[src/rtl/seq_pkg.sv]
// Shared definitions for the Y86-64 SEQ processor: instruction codes,
// status encodings and the controller state type.
package seq_pkg;

  localparam logic [3:0] ICODE_HALT  = 4'h0;
  localparam logic [3:0] ICODE_NOP   = 4'h1;
  localparam logic [3:0] ICODE_CMOV  = 4'h2;
  localparam logic [3:0] ICODE_IRMOV = 4'h3;
  localparam logic [3:0] ICODE_RMMOV = 4'h4;
  localparam logic [3:0] ICODE_MRMOV = 4'h5;
  localparam logic [3:0] ICODE_OPQ   = 4'h6;
  localparam logic [3:0] ICODE_JXX   = 4'h7;
  localparam logic [3:0] ICODE_CALL  = 4'h8;
  localparam logic [3:0] ICODE_RET   = 4'h9;
  localparam logic [3:0] ICODE_PUSH  = 4'hA;
  localparam logic [3:0] ICODE_POP   = 4'hB;

  localparam logic [1:0] STAT_AOK = 2'd0;
  localparam logic [1:0] STAT_HLT = 2'd1;
  localparam logic [1:0] STAT_ADR = 2'd2;
  localparam logic [1:0] STAT_INS = 2'd3;

  typedef enum logic [2:0] {
    S_IDLE      = 3'd0,
    S_FETCH     = 3'd1,
    S_DECODE    = 3'd2,
    S_EXECUTE   = 3'd3,
    S_MEMORY    = 3'd4,
    S_WRITEBACK = 3'd5,
    S_PCUPD     = 3'd6,
    S_STOP      = 3'd7
  } state_t;

  // Instructions that touch data memory (loads, stores, stack ops).
  function automatic logic uses_dmem(input logic [3:0] icode);
    return (icode == ICODE_RMMOV) || (icode == ICODE_MRMOV) ||
           (icode == ICODE_CALL)  || (icode == ICODE_RET)   ||
           (icode == ICODE_PUSH)  || (icode == ICODE_POP);
  endfunction

endpackage

[src/rtl/seq_next_pc.sv]
// Combinational next-PC selection, shared with the PIPE predictor.
module seq_next_pc
  import seq_pkg::*;
(
  input  logic [3:0]  icode,
  input  logic        cnd,
  input  logic [63:0] valC,
  input  logic [63:0] valP,
  input  logic [63:0] valM,
  output logic [63:0] new_pc
);

  // Calls and taken jumps go to valC, ret to the popped address, else fall through.
  always_comb begin
    new_pc = valP;
    case (icode)
      ICODE_CALL: new_pc = valC;
      ICODE_JXX:  new_pc = cnd ? valC : valP;
      ICODE_RET:  new_pc = valM;
      default:    new_pc = valP;
    endcase
  end

endmodule

[src/rtl/seq_controller.sv]
// Multi-cycle SEQ controller: owns pc and stat, steps each instruction
// through the stages one enable per cycle, and handshakes with data memory.
//
// Memory handshake: mem_req is high for every MEMORY cycle; the access
// completes in the first cycle mem_ready is sampled high at the rising edge,
// with valM/dmem_error qualified by mem_ready in that same cycle. There is no
// back-pressure from the controller side; an abandoned request (reset) simply
// drops mem_req.
module seq_controller
  import seq_pkg::*;
#(
  parameter logic [63:0] RESET_PC    = 64'd0,
  parameter int          MEM_TIMEOUT = 15
) (
  input  logic        clk,
  input  logic        rst_n,
  input  logic        start,
  input  logic [3:0]  icode,
  input  logic        hlt_in,
  input  logic        imem_error,
  input  logic        instr_valid,
  input  logic [63:0] valP,
  input  logic [63:0] valC,
  input  logic [63:0] valM,
  input  logic        cnd,
  input  logic        dmem_error,
  input  logic        mem_ready,
  output logic        mem_req,
  output logic        f_en,
  output logic        d_en,
  output logic        e_en,
  output logic        m_en,
  output logic        w_en,
  output logic [63:0] pc,
  output logic [1:0]  stat,
  output logic        busy,
  output logic [31:0] instr_count,
  output state_t      state
);

  localparam int CLOG_W = $clog2(MEM_TIMEOUT + 1);
  localparam int WAIT_W = (CLOG_W > 4) ? CLOG_W : 4;
  localparam logic [WAIT_W-1:0] WAIT_LIMIT = WAIT_W'(MEM_TIMEOUT);

  state_t              state_next;
  logic [WAIT_W-1:0]   wait_cnt;
  logic                cnd_q;
  logic [63:0]         valm_q;
  logic [63:0]         new_pc;
  logic                fetch_fault;
  logic                mem_timeout;

  assign fetch_fault = imem_error || !instr_valid || hlt_in;
  assign mem_timeout = (wait_cnt == WAIT_LIMIT);

  seq_next_pc u_next_pc (
    .icode  (icode),
    .cnd    (cnd_q),
    .valC   (valC),
    .valP   (valP),
    .valM   (valm_q),
    .new_pc (new_pc)
  );

  // Next-state selection for the instruction sequencer.
  always_comb begin
    state_next = state;
    case (state)
      S_IDLE:      if (start) state_next = S_FETCH;
      S_FETCH:     state_next = fetch_fault ? S_STOP : S_DECODE;
      S_DECODE:    state_next = S_EXECUTE;
      S_EXECUTE:   state_next = uses_dmem(icode) ? S_MEMORY : S_WRITEBACK;
      S_MEMORY: begin
        if (mem_ready)        state_next = dmem_error ? S_STOP : S_WRITEBACK;
        else if (mem_timeout) state_next = S_STOP;
      end
      S_WRITEBACK: state_next = S_PCUPD;
      S_PCUPD:     state_next = S_FETCH;
      S_STOP:      state_next = S_STOP;
      default:     state_next = S_IDLE;
    endcase
  end

  // State register, registered Moore outputs and architectural state updates.
  always_ff @(posedge clk or negedge rst_n) begin
    if (!rst_n) begin
      state       <= S_IDLE;
      f_en        <= 1'b0;
      d_en        <= 1'b0;
      e_en        <= 1'b0;
      m_en        <= 1'b0;
      w_en        <= 1'b0;
      mem_req     <= 1'b0;
      busy        <= 1'b0;
      pc          <= RESET_PC;
      stat        <= STAT_AOK;
      instr_count <= 32'd0;
      wait_cnt    <= '0;
      cnd_q       <= 1'b0;
      valm_q      <= 64'd0;
    end else begin
      state   <= state_next;
      f_en    <= (state_next == S_FETCH);
      d_en    <= (state_next == S_DECODE);
      e_en    <= (state_next == S_EXECUTE);
      m_en    <= (state_next == S_MEMORY);
      w_en    <= (state_next == S_WRITEBACK);
      mem_req <= (state_next == S_MEMORY);
      busy    <= (state_next != S_IDLE) && (state_next != S_STOP);

      case (state)
        S_FETCH: begin
          if (imem_error)        stat <= STAT_ADR;
          else if (!instr_valid) stat <= STAT_INS;
          else if (hlt_in)       stat <= STAT_HLT;
        end
        S_EXECUTE: begin
          cnd_q    <= cnd;
          wait_cnt <= '0;
        end
        S_MEMORY: begin
          if (mem_ready) begin
            if (dmem_error) stat   <= STAT_ADR;
            else            valm_q <= valM;
          end else if (mem_timeout) begin
            stat <= STAT_ADR;
          end else begin
            wait_cnt <= wait_cnt + 1'b1;
          end
        end
        S_PCUPD: begin
          pc          <= new_pc;
          instr_count <= instr_count + 32'd1;
        end
        default: ;
      endcase
    end
  end

endmodule

[config.mk]
export PLATFORM = sky130hd
export DESIGN_NAME = seq_controller
export DESIGN_NICKNAME = d
export VERILOG_FILES = /design/src/rtl/seq_pkg.sv /design/src/rtl/seq_next_pc.sv /design/src/rtl/seq_controller.sv
export SDC_FILE = /design/constraint.sdc
export NUM_CORES = 1
export LEC_CHECK = 0
export ABC_CLOCK_PERIOD_IN_PS = 2880
export CAP_MARGIN = 0
export CORE_UTILIZATION = 45
export DETAILED_ROUTE_END_ITERATION = 8
export GPL_TIMING_DRIVEN = 0
export MAX_ROUTING_LAYER = met4
export PLACE_DENSITY = 0.83
export SLEW_MARGIN = 20
export SYNTH_ARGS = -nofsm -noshare
export SYNTH_HDL_FRONTEND = slang
export SYNTH_SLANG_ARGS = --single-unit
[constraint.sdc]
create_clock -name clk -period 2.88 [get_ports clk]
set_input_delay 0.288 -clock clk [delete_from_list [all_inputs] [get_ports clk]]
set_output_delay 0.288 -clock clk [all_outputs]
set_load 0.01 [all_outputs]
# Word level (Yosys, flattened, before mapping)
# Cells that the tools add are included.
# totals
rom_bits,0
word_cells,77
mem_bits_rw,0
latch_bits,0
reg_bits,176
inputBits,205
memories,0
# classes
n_shift,0
muxes,19
reduce_logical,16
addsub,2
n_div,0
order_cmp,0
bitwise,1
multipliers,0
eq_ne,26
# op_table
op,count
case mux 64 bit (3 select lines),1
2-to-1 mux 64 bit,1
"adder 32 x 1 -> 32 bit, second input constant",1
case mux 3 bit (8 select lines),1
"equality test 4 bit, second input constant",5
"equality test 3 bit, second input constant",6
2-to-1 mux 2 bit,7
"equality test 3 x 2 -> 1 bit, second input constant",4
"equality test 4 x 3 -> 1 bit, second input constant",3
2-to-1 mux 3 bit,4
"inequality test 3 bit, second input constant",3
2-to-1 mux 4 bit,2
case mux 4 bit (2 select lines),1
logical OR 1 bit,7
"equality test 3 x 1 -> 1 bit, second input constant",2
AND reduction 3 bit,2
"adder 4 x 1 -> 4 bit, second input constant",1
"inequality test 2 bit, second input constant",2
"inequality test 4 bit, second input constant",1
case mux 2 bit (2 select lines),1
AND reduction 4 bit,1
nonzero test 2 bit,2
logical NOT 3 bit,1
nonzero test 3 bit,1
other kinds (4),4

# Depth between registers and ports, before layout
# Gate-level depths: netlist of the first run.
# logic_depth
word_depth,10
ltp_mapped,7
mapped_depth_nobuf,5

# Cells and area by module
# A second synthesis of the first run with hierarchy kept.
# unflattened
hier_cells,927
area_unflattened_um2,9650.5
# modules_own_cells
mod,cells_per_inst,area_each_um2,n_inst
seq_controller,618,7305.8,1
seq_next_pc,309,2344.7,1

# Worst setup path before layout of the first run
# OpenSTA, ideal clock, no wires.
# synth_timing
kind,register -> register
from,reg state[2]
to,reg valm_q[13]
arrival_time_ns,1.739
slack_ns,1.016
setup_ns,0.125
required_ns,2.755
stages_incl_launch_ff,7
period_less_slack_ns,1.864
cell_sequence,dfrtp_1 buf_2 nor3b_2 nand3b_1 clkbuf_1 buf_2 mux2_2
# synth_between
elab_chain_len,2
# synth_lines
element,line_no,source
"start, declared",seq_controller.sv:38,output state_t state
"start signal, assigned",seq_controller.sv:102,state <= state_next;
equality test 3 bit,seq_controller.sv:111,case (state)
AND reduction 3 bit (no source line),--,
"end signal, assigned",seq_controller.sv:124,else valm_q <= valM;
"end, declared",seq_controller.sv:48,logic [63:0] valm_q;
# No other way between the ends.
# A chain may end at the register's enable or synchronous reset.

# Final worst setup path of the first run
# layout_timing
from,in icode[3]
to,reg pc[60]
# layout_between
elab_chain_len,2
word_cells_on_any_way,4
# layout_lines
element,line_no,source
"start, declared",seq_controller.sv:18,"input logic [3:0] icode,"
equality test 4 bit / equality test 4 x 3 -> 1 bit (equally long branches),seq_next_pc.sv:16,case (icode)
case mux 64 bit (3 select lines) (*),seq_next_pc.sv:16,
"end signal, assigned",seq_controller.sv:132,pc <= new_pc;
"end, declared",seq_controller.sv:34,"output logic [63:0] pc,"
# Every way passes the cells marked *; elsewhere a longest branch is shown, timed or not.

==> results of run 1 <==
## layout by cell type, fill, tap and decap left out, types with 3 or more instances in the layout
| cell | n |
|---|---|
| inv_1 | 7 |
| mux2_2 | 63 |
| nand2_1 | 86 |
| and2_1 | 3 |
| clkdlybuf4s50_1 | 311 |
| mux2_1 | 4 |
| and3_1 | 6 |
| o211ai_1 | 4 |
| clkbuf_16 | 17 |
| dfrtp_1 | 176 |
| nor4_1 | 6 |
| clkinvlp_4 | 3 |
| buf_2 | 7 |
| clkbuf_1 | 39 |
| xnor2_1 | 19 |
| xor2_1 | 12 |
| nand4_1 | 6 |
| nor2_1 | 81 |
| nand4b_1 | 3 |
| a21oi_1 | 74 |
| nand2b_1 | 3 |
| nor3_1 | 11 |
| clkbuf_8 | 3 |
| nand3_1 | 12 |
| a221oi_1 | 64 |
## registers in the layout (all words and copies together) (netlist names)
| register | cells |
|---|---|
| pc | 64 |
| valm_q | 64 |
| instr_count | 32 |
| wait_cnt | 4 |
| state | 3 |
| stat | 2 |
| busy | 1 |
| cnd_q | 1 |
| d_en | 1 |
| e_en | 1 |
| f_en | 1 |
| m_en | 1 |
| w_en | 1 |
## worst max-delay path: cells and delay by family
family | cells | cell delay [ps]
buf+inv | 3 | 1130
compound gates | 3 | 780
simple gates | 1 | 510
## what timing repair did
action	CTS	global route
hold buffers	1	0
setup buffers	0	0
endpoints found under the hold margin	77	0
## logic make-up after synthesis
kind of cell | Yosys count | synth area share [%]
compound gates | 154 | 13.63
xor+xnor | 31 | 3.484
fa+ha+maj | 2 | 0.3211
mux | 67 | 9.682
flops | 176 | 56.52
simple gates | 233 | 13.65
buf+inv | 53 | 2.714
## metal layers
layer,vias to the layer above,GRT usage (%),share of wire [%]
met5,-,-,0
met4,0,12.75,3.3
met3,59,5.936,6.3
met2,319,46.73,49
met1,3530,35.90,41
li1,3249,-,-
## cell type report
type | count | share of cell area [%]
Tap cell | 220 | 2.333
Clock buffer | 23 | 4.051
Clock inverter | 5 | 0.6999
Sequential cell | 176 | 37.33
Timing Repair Buffer | 314 | 26.83
Buffer | 46 | 1.569
Antenna cell | 2 | 0.04242
Multi-Input combinational cell | 487 | 26.92
Inverter | 7 | 0.2227
## path summary, 6_finish.rpt
check                                        to  slack [ps]
max in group asynchronous                pc[45]        1570
worst min register to register  instr_count[31]         480
worst max register to register       valm_q[52]         490
min in group asynchronous                  busy         420
worst min-delay path                     pc[23]         390
worst max-delay path                     pc[60]         450
## metrics by stage
stage | worst slack [ps] | cells | TNS (ps) | instance area (um2) | utilization [%]
floorplan | 1016 | 716 | 0 | 7792 | -
global placement | -5784 | 1248 | -1014940 | 11190 | 66.77
detailed placement | 67.32 | 1249 | 0 | 11220 | 66.97
CTS | 431.5 | 1278 | 0 | 11790 | 70.37
global route | 309.4 | 1280 | 0 | 11800 | 70.40
finish | 451.7 | 1280 | 0 | 11800 | 70.40
## report_power, final
group | internal [mW] | leakage (nW) | switching (mW)
Combinational | 2.05 | 2.41 | 1.79
Sequential | 3.45 | 2.19 | 0.591
Clock | 1.33 | 0.263 | 0.930
Total | 6.82 | 4.87 | 3.31
==> summary.txt, run 1 <==
Detailed routing
  – Number of DRC markers in iteration 0: 425
  – WL final: 24.76 mm
  – Vias per Instance: 5.591
  – Routed wire per std cell: 19.34 um
  – Final ANT Viol Nets: 0
  – Number of remaining DRC errors: 0
  – Pre-antenna DRT Iters: 5
  – DR vias: 7,157

Worst setup path
  – Worst R2R Path Depth: 6
  – CP dominant cell by count: clkbuf_1
  – Slowest cell delay on critical path: 520 ps
  – Highest-delay cell along the critical path: a221oi_1
  – Critical Path Sink Type: flip-flop
  – Setup crit start kind: input port
  – Critical path class: input port to flip-flop
  – FF-to-FF Start: state[2]
  – Critical path fanouts, max: 10
  – CP Launch Point: icode[3]
  – CP arrival: 2720 ps
  – Crit path cell chain: clkdlybuf4s50_1 > or3b_2 > o21a_1 > clkbuf_1 > clkbuf_1 > a221oi_1 > a21oi_1
  – Req. time, crit path: 3170 ps

Clock tree
  – Total CTS buffers: 17
  – Clock slew at reported path FFs: 60 ps
  – CTS tree: yes
  – Htree depth: 4
  – CTS root buffer: clkbuf_16
  – CTS resizes: 0
  – Clock Latency Late Sink: 430 ps
  – CTS Sinks: 176
  – Max Root-Sink Buffers: 2

Power and ir drop
  – Power Density: 859.2 nW/um2
  – Pwr Total: 10.14 mW
  – Peak supply drop: 441.0 uV
  – Lkg Pwr: 4.865 nW

Synthesis
  – Syn Inst Count: 716
  – Yosys reg bits: 176
  – Post-synth ARST share: 100.0%
  – Synth Flop Type: dfrtp_1
  – Top cell type's share of synthesized area: 56.52%
  – Mapped Nets: 923
  – Synth warn: 0
  – Leading area contributor after synthesis: dfrtp_1
  – Library cells used by synthesis: 47
  – Post-Syn Area: 7792 um2
  – Post-synth EDFFs: 0
  – Top post-synthesis cells by count: 176 x dfrtp_1, 86 x nand2_1, 81 x nor2_1
  – Avg Inst Size Synth: 10.88 um2
  – Seq/Total Area, Yosys: 56.52%
  – Most common cell in the netlist: dfrtp_1
  – Top cells by area, synth: dfrtp_1 57%, mux2_2 9.1%, a221oi_1 7.2%, a21oi_1 4.8%, nand2_1 4.1%

Timing
  – Hold Vio Cnt, Final: 0
  – Fraction of the cycle the final worst path needs: 84.32%
  – Setup Viol. Count Final: 0
  – Clock skew: 9.985 ps
  – Final Slew Violations: 0
  – Hold slack: 394.5 ps
  – Max frequency: 0.4118 GHz
  – Tmin final: 2428 ps
  – Unrepaired setup endpoints after global routing: no
  – Worst slew margin: 36.26%
  – Worst slew pin tran: 947.4 ps

Floorplan
  – Core ar.: 16,760 um2
  – IO Pins: 313
  – Chip Height: 133.6 um
  – Die width: 133.6 um
  – Initial Utilization: 46.49%
  – Row count: 47
  – Die area: 17,850 um2

Global routing
  – GR Util All Layers: 29.22%
  – Global-route wire length before repair: 38.32 mm
  – Vias in the first global route: 7,188
  – Largest net degree at the start of global routing: 100
  – GRT overflow: 0
  – Initial antenna violation count: 2

Place
  – IO buf count: 312
  – RePlAce Congestion: 0.8578
  – Hpwl dp: 18.20 mm

Layout
  – Multi-input gate area: 3177 um2
  – Fill cell count: 1,279
  – Layout net count: 1,256
  – FF/Latch Area: 4404 um2
  – Layout cell share with drive strength beyond 1: 10.30%
  – Area growth from synthesis to layout: 51.41%

Worst hold path
  – Hold path start: valC[23]
  – Hold Path Cell Cnt: 3
  – Min-delay worst type: input port to flip-flop

Outcome
  – Status: finished, final reports clean

Run
  – Number of max-cap violations: 0
(Power assumes the default switching activity.)
==> inputs of run 2 (changes only) <==
--- a/config.mk
+++ b/config.mk
@@ -5,13 +5,13 @@
 export SDC_FILE = /design/constraint.sdc
 export NUM_CORES = 1
 export LEC_CHECK = 0
-export ABC_CLOCK_PERIOD_IN_PS = 2880
+export ABC_CLOCK_PERIOD_IN_PS = 2100
 export CAP_MARGIN = 0
-export CORE_UTILIZATION = 45
+export CORE_UTILIZATION = 39
 export DETAILED_ROUTE_END_ITERATION = 8
 export GPL_TIMING_DRIVEN = 0
 export MAX_ROUTING_LAYER = met4
-export PLACE_DENSITY = 0.83
+export PLACE_DENSITY = 0.76
 export SLEW_MARGIN = 20
 export SYNTH_ARGS = -nofsm -noshare
 export SYNTH_HDL_FRONTEND = slang
==> constraint.sdc (replaced) <==
create_clock -name clk -period 2.1 [get_ports clk]
set_input_delay 0.21 -clock clk [delete_from_list [all_inputs] [get_ports clk]]
set_output_delay 0.21 -clock clk [all_outputs]
set_load 0.01 [all_outputs]
==> summary.txt, run 2 (synthesized netlist as in run 1, its figures left out) <==
Layout
  – Area growth from synthesis to layout: 54.27%
  – Layout net count: 1,257 (+0.080%)
  – Final core occ: 61.57% (-8.8 points)
  – FF/Latch Area: 4404 um2 (unchanged)
  – Fin cells: 1,330 (+3.9%)
  – Multi-input gate area: 3224 um2 (+1.5%)
  – Layout cell share with drive strength beyond 1: 13.92% (+3.6 points)
  – Most common cell after layout, fill and taps aside: clkdlybuf4s50_1
  – Largest regs: pc (64), valm_q (64), instr_count (32)
  – Most frequent cells in the layout: 311 x clkdlybuf4s50_1, 176 x dfrtp_1, 86 x nand2_1
  – Fill cell count: 1,647 (+29%)

Worst setup path
  – Highest-delay cell along the critical path: or3b_2
  – CP bufs+invs: 2 (-1)
  – Critical path fanouts, max: 10 (unchanged)
  – Critical path class: input port to flip-flop
  – Setup crit start kind: input port
  – Crit path max-delay family: buffers and inverters
  – Critical Path Sink Type: flip-flop
  – Slowest cell delay on critical path: 530 ps (about the same)
  – Req. time, crit path: 2440 ps (-730 ps)
  – Crit path cell chain: clkdlybuf4s50_1 > or3b_2 > o22ai_4 > clkbuf_2 > nand2_1 > a21oi_1
  – CP arrival: 2330 ps (-390 ps)

Place
  – RePlAce Congestion: 0.8651 (+0.85%)
  – Post-Place Worst Slack: -708.5 ps (-775.8 ps)
  – Hpwl dp: 18.52 mm (+1.8%)
  – Placed Cells incl. Taps: 1,294 (+3.6%)
  – IO buf count: 312 (unchanged)

Clock tree
  – Htree depth: 4 (unchanged)
  – CTS root buffer: clkbuf_16
  – CTS tree: yes
  – Max Root-Sink Buffers: 2 (unchanged)
  – CTS Sinks: 176 (unchanged)
  – Total CTS buffers: 17 (unchanged)
  – Clock slew at reported path FFs: 70 ps (about the same)
  – Clock Latency Late Sink: 420 ps (about the same)

Power and ir drop
  – Cell-internal power: 9.566 mW (+40%)
  – Lkg Pwr: 5.010 nW (+3.0%)
  – Psw: 4.609 mW (+39%)
  – Flop pwr share: 38.8% (-1.0 points)
  – Gate power share: 37.7% (-0.2 points)
  – Peak supply drop: 606.9 uV (+38%)
  – Clk pwr share: 23.5% (+1.2 points)
  – Pwr Total: 14.17 mW (+40%)
  – Power Density: 1179 nW/um2 (+37%)
  – Switching Share: 32.52% (-0.18 points)

Global routing
  – Largest net degree at the start of global routing: 97 (-3.0%)
  – GRT overflow: 0 (unchanged)
  – Initial antenna violation count: 1 (-1)
  – Vias in the first global route: 7,239 (+0.71%)
  – GR Util All Layers: 25.55% (-3.7 points)
  – Global-route wire length before repair: 38.21 mm (-0.27%)

Timing
  – Fraction of the cycle the final worst path needs: 94.72%
  – Final Slew Violations: 0 (unchanged)
  – Clock skew: 9.291 ps (-0.6936 ps)
  – Worst slew margin: 49.66% (+13 points)
  – Setup Viol. Count Final: 0 (unchanged)
  – Setup ws final: 111.0 ps (-340.7 ps)
  – Max frequency: 0.5028 GHz
  – Worst slew pin tran: 748.2 ps (-199.2 ps)
  – Hold Vio Cnt, Final: 0 (unchanged)
  – Tmin final: 1989 ps
  – Unrepaired setup endpoints after global routing: no

Floorplan
  – Chip Height: 143.4 um (+7.3%)
  – IO Pins: 313 (unchanged)
  – Core ar.: 19,530 um2 (+17%)
  – Initial Utilization: 39.91% (-6.6 points)
  – Row count: 51 (+8.5%)
  – Die width: 143.4 um (+7.3%)
  – Die area: 20,550 um2 (+15%)

Detailed routing
  – Pre-antenna DRT Iters: 5 (unchanged)
  – Number of DRC markers in iteration 0: 393 (-7.5%)
  – WL final: 25.29 mm (+2.2%)
  – Vias per Instance: 5.361 (-4.1%)
  – Routed wire per std cell: 19.02 um (-1.7%)
  – Final ANT Viol Nets: 0 (unchanged)
  – Number of remaining DRC errors: 0 (unchanged)
  – DR vias: 7,130 (-0.38%)

Outcome
  – Status: finished, final reports clean

Worst hold path
  – Min-delay worst type: input port to flip-flop

Run
  – Number of max-cap violations: 0 (unchanged)
-- run 2: cell count changes in the layout (fill, tap and decap cells not counted), moves of 2 or more --
cell and delta:
buf_4 +2, clkbuf_1 -30, clkbuf_2 +22, clkbuf_4 +4, clkinv_2 +2, clkinv_4 +5
-- run 2: worst reg2reg max path, cell delays in order (launching register included) --
cell and delay (ps):
dfrtp_1 490, nand4b_1 220, buf_4 180, or4_1 470
clkbuf_1 180, nor3_1 230, xnor2_1 140
-- run 2: per-stage QoR --
stage	instance area (um2)	TNS, ps	hold slack (ps)
2_1_floorplan	7792	0	-85.59
3_3_place_gp	11250	-1220230	460.6
3_5_place_dp	11280	-45240	241.8
4_1_cts	11970	-1.908	304.7
5_1_grt	12020	0	325.1
6_report	12020	0	327.1
-- run 2: final timing paths --
check,slack (ps),from,end,cells after the start
setup / recovery,110,icode[3],pc[53],6
hold / removal,330,valC[35],pc[35],3
setup reg to reg,120,state[0],instr_count[24],6
hold reg to reg,480,instr_count[31],instr_count[31],1
max in group asynchronous,830,rst_n,valm_q[42],3
min in group asynchronous,370,rst_n,stat[1],2
-- run 2: final cells by class --
class / count / area share, %
antenna: 2 / 0.04163
buffer: 45 / 1.863
clock buffer: 20 / 3.882
clock inverter: 12 / 1.322
inverter: 7 / 0.2186
multi-input combinational: 487 / 26.82
sequential: 176 / 36.64
tap: 265 / 2.758
timing repair buffer: 316 / 26.46
-- run 2: per-layer routing --
| metal | part of all wire, % | vias up | global-route usage, % |
|---|---|---|---|
| met2 | 51 | 290 | 43.23 |
| li1 | - | 3257 | - |
| met5 | 0 | - | - |
| met3 | 6.7 | 42 | 5.365 |
| met4 | 2.7 | 0 | 10.47 |
| met1 | 40 | 3541 | 29.57 |
-- run 2: timing repair --
item                                    CTS  global route
setup buffers                             1             1
pin swaps                                 0             0
endpoints found under the setup margin  113           104
resized for setup                        18            37
gates cloned                              0             0
hold buffers                              1             0
hold endpoints to repair                 80             0
-- run 2: power by group through the flow --
| stage | clock, mW | combinational [mW] | sequential (mW) |
|---|---|---|---|
| after floorplan | 0 | 2.25 | 5.72 |
| after global placement | 0 | 5.15 | 5.49 |
| after detailed placement | 0 | 5.29 | 5.53 |
| after CTS | 3.41 | 5.37 | 5.49 |
| after global routing | 3.52 | 5.83 | 5.65 |
| final | 3.33 | 5.34 | 5.50 |
==> inputs of run 3 (changes only) <==
--- a/config.mk
+++ b/config.mk
@@ -6,7 +6,6 @@
 export NUM_CORES = 1
 export LEC_CHECK = 0
 export ABC_CLOCK_PERIOD_IN_PS = 2100
-export CAP_MARGIN = 0
 export CORE_UTILIZATION = 39
 export DETAILED_ROUTE_END_ITERATION = 8
 export GPL_TIMING_DRIVEN = 0
==> results of run 3 <==
Final layout, timing and power as in run 2 (identical DEF).
